--- config.mk ---
export PLATFORM = sky130hd
export DESIGN_NAME = otter_muldiv
export DESIGN_NICKNAME = d
export VERILOG_FILES = /design/src/rtl/otter_muldiv.sv
export SDC_FILE = /design/constraint.sdc
export NUM_CORES = 1
export LEC_CHECK = 0
export CORE_ASPECT_RATIO = 0.9
export CORE_MARGIN = 2
export CORE_UTILIZATION = 51
export DETAILED_ROUTE_END_ITERATION = 6
export GPL_TIMING_DRIVEN = 1
export HOLD_SLACK_MARGIN = 0.06
export PLACE_DENSITY = 0.73
export SYNTH_ARGS = -nofsm -noshare
export SYNTH_HDL_FRONTEND = slang
export SYNTH_SLANG_ARGS = --single-unit
--- constraint.sdc ---
create_clock -name i_clk -period 13.65 [get_ports i_clk]
set_clock_uncertainty 0.05 [all_clocks]
set_input_delay 2.73 -clock i_clk [delete_from_list [all_inputs] [get_ports i_clk]]
set_output_delay 2.73 -clock i_clk [all_outputs]
set_load 0.05 [all_outputs]
--- src/rtl/otter_muldiv.sv ---
`default_nettype none
// ============================================================================
// Module   : otter_muldiv
// Brief    : RV32M iterative multiply/divide unit with a fixed 32-cycle latency.
//            The divider datapath exists only when OTTER_MULDIV_DIV_EN is defined.
// Revision : 1.0 - initial release
// ============================================================================
module otter_muldiv (
  input  logic        i_clk,
  input  logic        i_rst,
  input  logic        i_start,
  input  logic [2:0]  i_funct3,
  input  logic [31:0] i_rs1,
  input  logic [31:0] i_rs2,
  input  logic [4:0]  i_rd,
  output logic        o_busy,
  output logic        o_done,
  output logic        o_w_en,
  output logic [4:0]  o_rd,
  output logic [31:0] o_result
);

  typedef enum logic [1:0] {
    IDLE = 2'd0,
    RUN  = 2'd1,
    DONE = 2'd2
  } state_t;

  state_t      state_q, state_d;
  logic [4:0]  cnt_q, cnt_d;
  logic [2:0]  funct3_q, funct3_d;
  logic [4:0]  rd_pend_q, rd_pend_d;
  logic [4:0]  rd_q, rd_d;
  logic [31:0] result_q, result_d;
  logic        neg_a_q, neg_a_d;
  logic        neg_b_q, neg_b_d;
  logic [31:0] acc_q, acc_d;
  logic [31:0] lo_q, lo_d;
  logic [31:0] b_q, b_d;

  logic        w_sgn_a, w_sgn_b;
  logic [32:0] w_msum;
  logic [31:0] w_step_acc, w_step_lo;
  logic [63:0] w_prod, w_prod_s;
  logic [31:0] w_final;
`ifdef OTTER_MULDIV_DIV_EN
  logic [32:0] w_rshift;
  logic        w_fits;
`endif

  // Shared datapath: acc/lo is the 64-bit product for multiply, or the
  // partial remainder / dividend-into-quotient pair for divide.
  always_comb begin
    w_msum     = {1'b0, acc_q} + (lo_q[0] ? {1'b0, b_q} : 33'd0);
    w_step_acc = w_msum[32:1];
    w_step_lo  = {w_msum[0], lo_q[31:1]};
`ifdef OTTER_MULDIV_DIV_EN
    w_rshift = {acc_q, lo_q[31]};
    w_fits   = (w_rshift >= {1'b0, b_q});
    if (funct3_q[2]) begin
      w_step_acc = w_fits ? (w_rshift[31:0] - b_q) : w_rshift[31:0];
      w_step_lo  = {lo_q[30:0], w_fits};
    end
`endif
  end

  always_comb begin
    w_prod   = {w_step_acc, w_step_lo};
    w_prod_s = (neg_a_q ^ neg_b_q) ? (64'd0 - w_prod) : w_prod;
    case (funct3_q)
      3'b000:                 w_final = w_prod_s[31:0];
      3'b001, 3'b010, 3'b011: w_final = w_prod_s[63:32];
      default: begin
`ifdef OTTER_MULDIV_DIV_EN
        // Divide-by-zero quotient must stay all-ones, so it is never negated.
        if (funct3_q[1])
          w_final = neg_a_q ? (32'd0 - w_step_acc) : w_step_acc;
        else if ((neg_a_q ^ neg_b_q) && (b_q != 32'd0))
          w_final = 32'd0 - w_step_lo;
        else
          w_final = w_step_lo;
`else
        w_final = 32'd0;
`endif
      end
    endcase
  end

  always_comb begin
    w_sgn_a   = (i_funct3 == 3'b001) || (i_funct3 == 3'b010) ||
                (i_funct3 == 3'b100) || (i_funct3 == 3'b110);
    w_sgn_b   = (i_funct3 == 3'b001) || (i_funct3 == 3'b100) ||
                (i_funct3 == 3'b110);
    state_d   = state_q;
    cnt_d     = cnt_q;
    funct3_d  = funct3_q;
    rd_pend_d = rd_pend_q;
    rd_d      = rd_q;
    result_d  = result_q;
    neg_a_d   = neg_a_q;
    neg_b_d   = neg_b_q;
    acc_d     = acc_q;
    lo_d      = lo_q;
    b_d       = b_q;
    case (state_q)
      IDLE: begin
        if (i_start) begin
          state_d   = RUN;
          cnt_d     = 5'd31;
          funct3_d  = i_funct3;
          rd_pend_d = i_rd;
          neg_a_d   = w_sgn_a & i_rs1[31];
          neg_b_d   = w_sgn_b & i_rs2[31];
          acc_d     = 32'd0;
          lo_d      = (w_sgn_a & i_rs1[31]) ? (32'd0 - i_rs1) : i_rs1;
          b_d       = (w_sgn_b & i_rs2[31]) ? (32'd0 - i_rs2) : i_rs2;
        end
      end
      RUN: begin
        acc_d = w_step_acc;
        lo_d  = w_step_lo;
        if (cnt_q == 5'd0) begin
          state_d  = DONE;
          result_d = w_final;
          rd_d     = rd_pend_q;
        end else begin
          cnt_d = cnt_q - 5'd1;
        end
      end
      DONE:    state_d = IDLE;
      default: state_d = IDLE;
    endcase
  end

  always_ff @(posedge i_clk or posedge i_rst) begin
    if (i_rst) begin
      state_q   <= IDLE;
      cnt_q     <= 5'd0;
      funct3_q  <= 3'd0;
      rd_pend_q <= 5'd0;
      rd_q      <= 5'd0;
      result_q  <= 32'd0;
      neg_a_q   <= 1'b0;
      neg_b_q   <= 1'b0;
      acc_q     <= 32'd0;
      lo_q      <= 32'd0;
      b_q       <= 32'd0;
    end else begin
      state_q   <= state_d;
      cnt_q     <= cnt_d;
      funct3_q  <= funct3_d;
      rd_pend_q <= rd_pend_d;
      rd_q      <= rd_d;
      result_q  <= result_d;
      neg_a_q   <= neg_a_d;
      neg_b_q   <= neg_b_d;
      acc_q     <= acc_d;
      lo_q      <= lo_d;
      b_q       <= b_d;
    end
  end

  assign o_busy   = (state_q != IDLE);
  assign o_done   = (state_q == DONE);
  assign o_w_en   = (state_q == DONE);
  assign o_rd     = rd_q;
  assign o_result = result_q;

endmodule
`default_nettype wire

; After elaboration in Yosys (flattened, before gate mapping)
; Index checks and enable logic that the tools add are counted.
[totals]
ff_bits = 150
latch_bits = 0
mem_bits_rw = 0
rom_bits = 0
word_cells = 62
mem_count = 0
[classes]
addsub = 5
n_mul = 0
div = 0
n_lt_le_gt_ge = 0
eq_ne = 12
shift = 0
mux = 15
n_bitwise = 3
reduce_logical = 16
[op_table]
columns = cell, count
row1 = $pmux 32 s2, 3
row2 = $mux 32, 5
row3 = $mux 64, 1
row4 = $sub 1x32->32 const A, 2
row5 = $sub 1x64->64 const A, 1
row6 = $add 32x32->33, 1
row7 = $mux 5, 2
row8 = $pmux 5 s2, 1
row9 = $eq 3x2->1 const B, 3
row10 = $reduce_and 2->1, 4
row11 = $eq 3x1->1 const B, 2
row12 = $eq 3x3->1 const B, 2
row13 = $ne 2x2->1 const B, 3
row14 = $logic_not 5->1, 1
row15 = $logic_or 1x1->1, 5
row16 = $sub 5x1->5 const B, 1
row17 = $mux 2, 2
row18 = $pmux 2 s2, 1
row19 = $reduce_bool 2->1, 2
row20 = $logic_not 3->1, 1
row21 = $reduce_and 3->1, 1
row22 = $reduce_or 3->1, 1
row23 = $and 1x1->1, 2
row24 = $eq 2x1->1 const B, 1
row25 = 3 further kinds, 3

; Depth between registers and ports, before layout
; Gate-level depths: netlist (run 1).
[logic_depth]
ltp_word = 8
ltp_mapped = 14
ltp_nobuf = 13

; Least setup slack after synthesis (run 1)
; OpenSTA, ideal clock, no wires.
[synth_path]
kind = input to register
startpoint = in i_rs2[12]
endpoint = reg b_q[29]
arrival_ps = 4809
required_ps = 13467
path_slack_ps = 8658
stages = 8
cell_sequence = or4_1 > nor4_1 > nand2b_1 > or4_1 > nor3b_1 > a21oi_1 > xnor2_1 > o21ai_0
[synth_between]
elab_chain_len = 2
[synth_rtl]
columns = item, line
row1 = from (decl), 14  ; input logic [31:0] i_rs2,
row2 = $sub 1x32->32, 116  ; b_d = (w_sgn_b & i_rs2[31]) ? (32'd0 - i_rs2) : i_rs2;
row3 = $mux 32, 116
row4 = to (signal assigned), 147  ; b_q <= 32'd0;
row5 = to (signal assigned), 159  ; b_q <= b_d;
row6 = to (decl), 39  ; logic [31:0] b_q, b_d;
; Every way passes these cells.
; A chain may end at the register's enable or synchronous reset.

; Worst setup path after layout (run 1)
[layout_path]
startpoint = in i_rs1[2]
endpoint = reg lo_q[30]
[layout_between]
elab_chain_len = 4
[layout_rtl]
columns = item, line
row1 = from (decl), 13  ; input logic [31:0] i_rs1,
row2 = $sub 1x32->32, 115  ; lo_d = (w_sgn_a & i_rs1[31]) ? (32'd0 - i_rs1) : i_rs1;
row3 = $mux 32, 115
row4 = $mux 32, 107  ; if (i_start) begin
row5 = $pmux 32 s2, 105  ; case (state_q)
row6 = to (signal assigned), 158  ; lo_q <= lo_d;
row7 = to (decl), 38  ; logic [31:0] lo_q, lo_d;
; Every way passes these cells. The select of a mux whose other input is x is not followed.

==> impl_metrics.py, run 1 <==
metrics = {
    "run_status": {
        "status": "complete, no violations",
    },
    "synth": {
        "yosys_warnings": 0,
        "synth.cell_area_um2": 10900,
        "yosys.area.top_type": "dfrtp_1",
        "synth_edf_count": 0,
        "synth.top_cell.area_share_pct": 34.3,
        "ys_async_sr_fraction_pct": 100,
        "synth_area_per_cell_um2": 8.30,
        "syn_inst": 1318,
        "synth_cell_type_count": 86,
        "synth-seq-area-share_pct": 34.3,
        "synth_ff_type": "dfrtp_1",
        "synth_nets": 1431,
        "yosys-top-cells-area": "dfrtp_1 (34%), nand2_1 (6.8%), o21ai_0 (6.6%)",
        "ys_ff_latch": 150,
    },
    "sta": {
        "setup_ws_ps": 8190,
        "slew_viol_final": 0,
        "slew_headroom_pct": 17.9,
        "finalCriticalPeriod_ps": 5460,
        "tightest_slew_ps": 1230,
        "hold_viol_final": 0,
        "rsz0062_at_grt": "no",
        "period_share_pct": 40.0,
        "fmax_mhz": 183,
        "fin_tns_setup_ps": 0,
        "setup_viol": 0,
    },
    "drt": {
        "ant_nets": 0,
        "avgViaCountPerCell": 6.04,
        "drt_wl_total_um": 30400,
        "via_count": 10181,
        "post_drt_wl_per_cell_um": 18.0,
        "dr.pass1.iters": 6,
        "drt_iter0_drc": 923,
        "drc": 0,
    },
    "global_route": {
        "grt_pass1_wl_um": 49500,
        "grt-ovfl-total": 0,
        "antenna_found_initial": 0,
        "grt_max_degree": 98,
        "grt_pass1_vias": 9485,
        "track_usage_pct": 27.6,
    },
    "power_and_ir_drop": {
        "clkPwrFrac_pct": 14.6,
        "power_frac_seq_pct": 25.4,
        "switchingPower_uw": 1560,
        "internal_power_uw": 1590,
        "p_leak_uw": 0.00522,
        "p_sw_share_pct": 49.6,
        "power_frac_comb_pct": 59.9,
        "irDropWorstVdd_mv": 0.141,
        "p_per_area_nw_per_um2": 246,
    },
    "final_layout": {
        "antennaDiodeCount": 0,
        "num-fill-cells": 1898,
        "area_growth_pct": 17.1,
        "final_util_pct": 61.3,
        "final_nets": 1499,
        "drive_gt1_share_pct": 6.08,
    },
    "critical_path": {
        "cp.arrival_ps": 5710,
        "reg2regPathDepth": 13,
        "setup.worst_path.start_class": "primary input",
        "worstSetupPathType": "primary input to register",
        "required_ps": 13900,
        "crit_fanout": 5,
        "cp-end-kind": "register",
    },
    "cts": {
        "cts.sinks": 150,
        "ctsResizeCount": 0,
        "cts_buffer_depth": 2,
        "ctsHoldBuffers": 0,
        "clkTransAtPathRegs_ps": 70,
        "clock_latency_ps": 440,
        "cts_root_buf": "clkbuf_16",
        "htreeDepth": 4,
        "cts_setup_buffers": 0,
        "cts_buffers": 17,
        "cts_tree": "done",
    },
    "place": {
        "hpwlAfterDp_um": 22400,
        "dp_worst_setup_slack_ps": 7760,
        "place_congestion": 0.945,
        "place.port_buffers": 114,
    },
    "min_path": {
        "holdPathStages": 2,
        "hold_class": "register to register",
    },
    "floorplan": {
        "ios": 115,
        "floorplan.initialDensity_pct": 52.4,
        "dieHeight_um": 143,
        "core_area_um2": 20900,
        "dieArea_um2": 22600,
        "row_count": 50,
        "die_x_um": 158,
    },
    "run": {
        "drv_cap": 0,
    },
}
==> layer usage <==
| metal | wire length, um | GRT usage (%) |
|---|---|---|
| met1 | 14700 | 40.7 |
| met2 | 13600 | 42.6 |
| met3 | 1660 | 4.67 |
| met4 | 440 | 6.35 |
| met5 | 0 | 0 |
==> power by group through the flow <==
stage          Sequential, uW  Clock (uW)  Combinational (uW)
6_report                  802         461                1890
3_5_place_dp              805           0                1870
2_1_floorplan             796           0                1400
5_1_grt                   828         489                2090
4_1_cts                   799         466                1880
3_3_place_gp              796           0                1830
==> worst max-delay path, stage by stage <==
cell,delay [ps]
clkdlybuf4s50_1,490
nor4_1,540
nand3_1,310
or4_1,590
nor3_1,440
nand2_1,120
o21ai_0,220
xor2_1,160
o21ai_0,100
==> cells by family (layout without fill, tap and decap cells) <==
| group | after synthesis | in the layout | share of synthesized area (%) |
|---|---|---|---|
| compound gates | 402 | 402 | 24.2 |
| xor+xnor | 137 | 137 | 11.0 |
| fa+ha+maj | 38 | 38 | 4.41 |
| buf+inv | 96 | 177 | 3.35 |
| flops | 150 | 150 | 34.3 |
| mux | 2 | 2 | 0.183 |
| simple gates | 493 | 493 | 22.5 |
==> cell type report <==
type / count / area, um2 / share of cell area (%)
clock buffers: 17 / 425 / 3.32
clock inverters: 15 / 138 / 1.07
inverters: 23 / 91.3 / 0.713
multi-input cells: 1072 / 6850 / 53.4
flip-flops and latches: 150 / 3750 / 29.3
well taps: 286 / 358 / 2.79
repair buffers: 122 / 1200 / 9.37
==> cell usage after synthesis (28+ instances only) <==
master	instances
nand3_1	49
a21oi_1	69
and2_1	41
ha_1	37
nor3_1	28
nor2_1	74
xnor2_1	72
xor2_1	64
clkbuf_1	64
nand2_1	198
a22oi_1	31
o21ai_0	144
dfrtp_1	150
==> worst paths after layout <==
path                            slack [ps]                       end                      from
worst max-delay path                  8190      lo_q[30]$_DFFE_PP0P_                  i_rs1[2]
worst min-delay path                   420       o_rd[2]$_DFFE_PP0P_  rd_pend_q[2]$_DFFE_PP0P_
worst max register to register        8820  o_result[26]$_DFFE_PP0P_       lo_q[0]$_DFFE_PP0P_
worst min register to register         420       o_rd[2]$_DFFE_PP0P_  rd_pend_q[2]$_DFFE_PP0P_
max in group asynchronous             9420      acc_q[0]$_DFFE_PP0P_                     i_rst
min in group asynchronous             2790      cnt_q[4]$_DFFE_PP0P_                     i_rst
==> layout by cell type, fill, tap and decap left out, types with 12 or more instances in the layout <==
master	instances
o21ai_0	144
and3_1	12
clkdlybuf4s50_1	114
nor4_1	13
a22oi_1	31
nand2_1	197
or3_1	12
and2_1	41
clkbuf_16	17
dfrtp_1	150
nor2_1	74
xnor2_1	71
ha_1	37
xor2_1	63
o31ai_1	24
nand3_1	49
a21oi_1	69
a31oi_1	14
inv_1	22
nor3_1	28
==> flip-flops by register name, indices dropped and copies added (netlist names) <==
register and flops:
acc_q 32, b_q 32, cnt_q 5, funct3_q 3, lo_q 32, neg_a_q 1
neg_b_q 1, o_rd 5, o_result 32, rd_pend_q 5, state_q 2
==> stage by stage <==
step | power (uW) | std cells | hold WS, ps | cell area (um2)
floorplan | 2190 | 1318 | 389 | 10900
global placement | 2630 | 1653 | 395 | 12300
detailed placement | 2670 | 1653 | 409 | 12300
CTS | 3140 | 1685 | 421 | 12800
global route | 3410 | 1685 | 455 | 12800
finish | 3150 | 1685 | 417 | 12800
Note: power is estimated with default switching activity, not from simulation.
==> run 2: changes to the inputs <==
- PLACE_DENSITY: 0.73 -> 0.76
- clock period: 13.65 -> 4.9 ns (I/O delays scaled with it)
==> run 2 against run 1 <==
Critical path depth is 4 higher. Flip-flop and latch count stayed put. Register-to-register slack got worse by 8200 ps. Sequential share of layout area fell by 0.28 points. Global-route usage rose by 0.57 points. Clock power increased to 3.0 times the previous value. Final area is 0.96% higher. Sequential power rose to 2.8 times the previous value. Setup slack got worse by 7600 ps. Power rose to 2.9 times the previous value. Final cell count increased by 0.53%. Combinational power grew to 2.9 times the previous value. Largest cell class unchanged.
==> impl_metrics.py, run 2 (synthesis results as in run 1) <==
metrics = {
    "drt": {
        "ant_nets": 0,
        "top_layer": "met4",
        "drc": 0,
        "met1_length_um": 14400,
        "wl_met2_um": 14000,
        "via_count": 10417,
        "drt_wl_total_um": 31000,
        "drt_iter0_drc": 926,
        "post_drt_wl_per_cell_um": 18.3,
        "avgViaCountPerCell": 6.15,
        "dr.pass1.iters": 6,
        "wl_met3_um": 2190,
    },
    "power_and_ir_drop": {
        "irDropWorstVdd_mv": 0.452,
        "power_frac_comb_pct": 60.3,
        "switchingPower_uw": 4470,
        "power_frac_seq_pct": 24.6,
        "clkPwrFrac_pct": 15.1,
        "p_sw_share_pct": 49.2,
        "internal_power_uw": 4610,
        "p_per_area_nw_per_um2": 702,
        "p_leak_uw": 0.00529,
    },
    "critical_path": {
        "path_buf_inv": 1,
        "worstSetupPathType": "register to register",
        "crit_fanout": 23,
        "cp-end-kind": "register",
        "setup.worst_path.start_class": "register",
        "cp.arrival_ps": 4510,
        "slowest_stage": "xnor2_1",
        "crit_path_cell_trace": "buf_4, and2_1, ha_1, a21oi_1, o21ai_0, nand2b_1, o2111ai_1, nand2_1, xnor2_1, o2111ai_1, o31ai_1, xnor2_1, o221ai_1",
        "cp_slowest_stage_delay_ps": 560,
        "crit_family": "compound AO/OA/AOI/OAI gates",
        "required_ps": 5130,
    },
    "place": {
        "dp_worst_setup_slack_ps": 713,
        "place.port_buffers": 114,
        "hpwlAfterDp_um": 22700,
        "placed_area_um2": 12300,
        "place_congestion": 0.968,
    },
    "min_path": {
        "hold_class": "register to register",
    },
    "sta": {
        "tightest_slew_ps": 1240,
        "fin_tns_setup_ps": 0,
        "hold_viol_final": 0,
        "period_share_pct": 87.5,
        "slew_viol_final": 0,
        "fmax_mhz": 233,
        "slew_headroom_pct": 17.3,
        "rsz0062_at_grt": "no",
        "setup_viol": 0,
        "finalCriticalPeriod_ps": 4290,
        "setup_ws_ps": 614,
    },
    "final_layout": {
        "final_util_pct": 61.9,
        "design_area_um2": 12900,
        "antennaDiodeCount": 0,
        "final_common_cell": "nand2_1",
        "most-common-layout-cells": "nand2_1 (197), dfrtp_1 (150), o21ai_0 (144)",
        "drive_gt1_share_pct": 6.68,
        "area_growth_pct": 18.3,
        "final_nets": 1508,
    },
    "floorplan": {
        "dieArea_um2": 22600,
        "dieHeight_um": 143,
        "row_count": 50,
        "ios": 115,
        "die_x_um": 158,
        "floorplan.initialDensity_pct": 52.4,
        "core_area_um2": 20900,
    },
    "global_route": {
        "grt-ovfl-total": 0,
        "track_usage_pct": 28.2,
        "grt_pass1_vias": 9689,
        "grt_pass1_wl_um": 50600,
        "grt_max_degree": 151,
        "antenna_found_initial": 0,
    },
    "run_status": {
        "status": "complete, no violations",
    },
    "cts": {
        "cts_tree": "done",
        "cts_buffer_depth": 2,
        "htreeDepth": 4,
        "clock_latency_ps": 430,
        "cts_setup_buffers": 0,
        "cts_root_buf": "clkbuf_16",
        "clkTransAtPathRegs_ps": 70,
        "ctsHoldBuffers": 0,
        "cts_buffers": 17,
        "cts.sinks": 150,
        "ctsResizeCount": 0,
    },
    "run": {
        "drv_cap": 0,
    },
}
-- run 2: final cells by class --
class,instances,area (um2)
inverters,23,90.1
clock buffers,17,425
repair buffers,131,1280
clock inverters,15,181
fillers,1853,7960
multi-input cells,1072,6850
well taps,286,358
flip-flops and latches,150,3750
-- run 2: power by group through the flow --
stage	Sequential (uW)	Combinational, uW	Clock (uW)
floorplan	2220	3890	0
global placement	2230	5280	0
detailed placement	2240	5350	0
CTS	2220	5400	1390
global route	2300	6030	1440
finish	2240	5470	1370
-- run 2: worst min-delay path, delay by kind of cell, from the launching register on --
family        cells  cell delay [ps]
flops             1              340
simple gates      2              100
-- run 2: stage by stage --
step	cells	hold slack, ps	total power (uW)
2_1_floorplan	1318	389	6110
4_1_cts	1694	428	9010
6_report	1694	424	9080
3_3_place_gp	1662	396	7510
5_1_grt	1694	449	9770
3_5_place_dp	1662	410	7590
-- run 2: metal layers --
metal,up-vias,global-route usage (%)
met5,-,0
met4,0,6.21
met3,36,4.83
met2,417,43.1
met1,5032,41.9
li1,4932,-
-- run 2: final timing paths --
kind / from / end / slack (ps) / depth (start not counted)
worst max-delay path: lo_q[0]$_DFFE_PP0P_ / o_result[29]$_DFFE_PP0P_ / 610 / 13
max in group asynchronous: i_rst / lo_q[31]$_DFFE_PP0P_ / 3120 / 3
worst min register to register: rd_pend_q[3]$_DFFE_PP0P_ / rd_pend_q[3]$_DFFE_PP0P_ / 420 / 2
worst min-delay path: rd_pend_q[3]$_DFFE_PP0P_ / rd_pend_q[3]$_DFFE_PP0P_ / 420 / 2
min in group asynchronous: i_rst / o_rd[1]$_DFFE_PP0P_ / 1090 / 3
worst max register to register: lo_q[0]$_DFFE_PP0P_ / o_result[29]$_DFFE_PP0P_ / 610 / 13
==> variant (settings of run 2) <==
Make the reset (`i_rst`) synchronous in one clocked block.
--- a/src/rtl/otter_muldiv.sv
+++ b/src/rtl/otter_muldiv.sv
@@ -132,7 +132,7 @@
     endcase
   end
 
-  always_ff @(posedge i_clk or posedge i_rst) begin
+  always_ff @(posedge i_clk) begin
     if (i_rst) begin
       state_q   <= IDLE;
       cnt_q     <= 5'd0;
Behaviour: differs if i_rst is asserted again (counterexample within 4 cycles, from zero or initial values and one cycle with i_rst high); with i_rst held inactive, the same outputs for 10 cycles.
==> variant against run 2 <==
Wire length shrank 5.3%; hold slack lost 23 ps; sequential share of layout area shrank 4.9 points; design area shrank 3.9%; synthesized area shrank 3.8%; cell count grew 1.7%; worst setup slack lost 300 ps; maximum frequency shrank 6.5%; sequential cell count is the same; critical endpoint is now o_result[30]; highest routed layer unchanged.
Power is not compared: it rests on default switching activity, and its combinational part moved more than twofold at a synthesized area within 25%.
==> variant: results (changes against run 2) <==
PLACE
-----------------------------------------------------------------
Dpl hpwl                                                 22.09 mm   -2.6%

LOGIC SYNTHESIS
-----------------------------------------------------------------
Proportion of synthesized area in mux cells              0.005705   +0.003875
Library cells used by synthesis                                75   -13%
Syn Nets                                                     1503   +5.0%
Top cells by instance count after synthesis          nand2_1 (181), a21oi_1 (156), dfxtp_1 (150)
Xor and xnor area share after synthesis                    0.1140   +0.003628
Sequential area share after synthesis                      0.2852   -0.05781

SETUP PATH
-----------------------------------------------------------------
Worst r2r path cells                                           14   +1
Setup slack, reg-to-reg                                    320 ps   -300 ps
Largest stage delay on the critical path                   510 ps   -50 ps
Maximum fanout along the worst path                            20   -13%
Crit path max-delay cell type                             dfxtp_1

GLOBAL ROUTING
-----------------------------------------------------------------
Number of global-route vias before repair                    9433   -2.6%
Global router's overall resource usage                     0.2706   -0.01137
Global-route wire length before repair                   48.02 mm   -5.2%

DRT
-----------------------------------------------------------------
Initial detailed-routing violation count                      826   -11%
Post-detailed-routing wire length                        29.39 mm   -5.3%
First-pass iteration count of the detailed router               5   -1
Detailed route wirelength on metal3                      1.687 mm   -23%

STA
-----------------------------------------------------------------
Hold slack                                               400.8 ps   -22.90 ps

FINISH
-----------------------------------------------------------------
Net count, final                                             1565   +3.8%
Multi-input combinational cell area                     7096 um^2   +3.6%
Number of multi-input combinational cells                    1124   +4.9%
Sequential Area                                         3003 um^2   -20%
Area fraction of clock buffers and clock inverters        0.04870   +0.001802

STATUS
-----------------------------------------------------------------
Status                                                  completed

[variant: cell types whose count changed in the layout (fill, tap and decap cells not counted), moves of 10 or more]
cell	delta
a22o_1	-10
dfrtp_1	-150
dfxtp_1	+150
nor2_1	+47
o21ai_0	-83
a211oi_1	+23
a21oi_1	+87
a32o_1	-10
nand2_1	-16
[variant: through the flow]
| step | cell area, um^2 | power (uW) | util | instances | setup WS (ps) |
|---|---|---|---|---|---|
| after global placement | 11820 | 2222 | 0.5880 | 1688 | 499.6 |
| final | 12430 | 3588 | 0.6183 | 1722 | 317.9 |
| after detailed placement | 11820 | 2236 | 0.5880 | 1688 | 362.8 |
| after floorplan | 10530 | 1969 | - | 1390 | 858.4 |
| after CTS | 12430 | 3596 | 0.6181 | 1720 | 363.2 |
| after global routing | 12430 | 3749 | 0.6182 | 1721 | 41.15 |
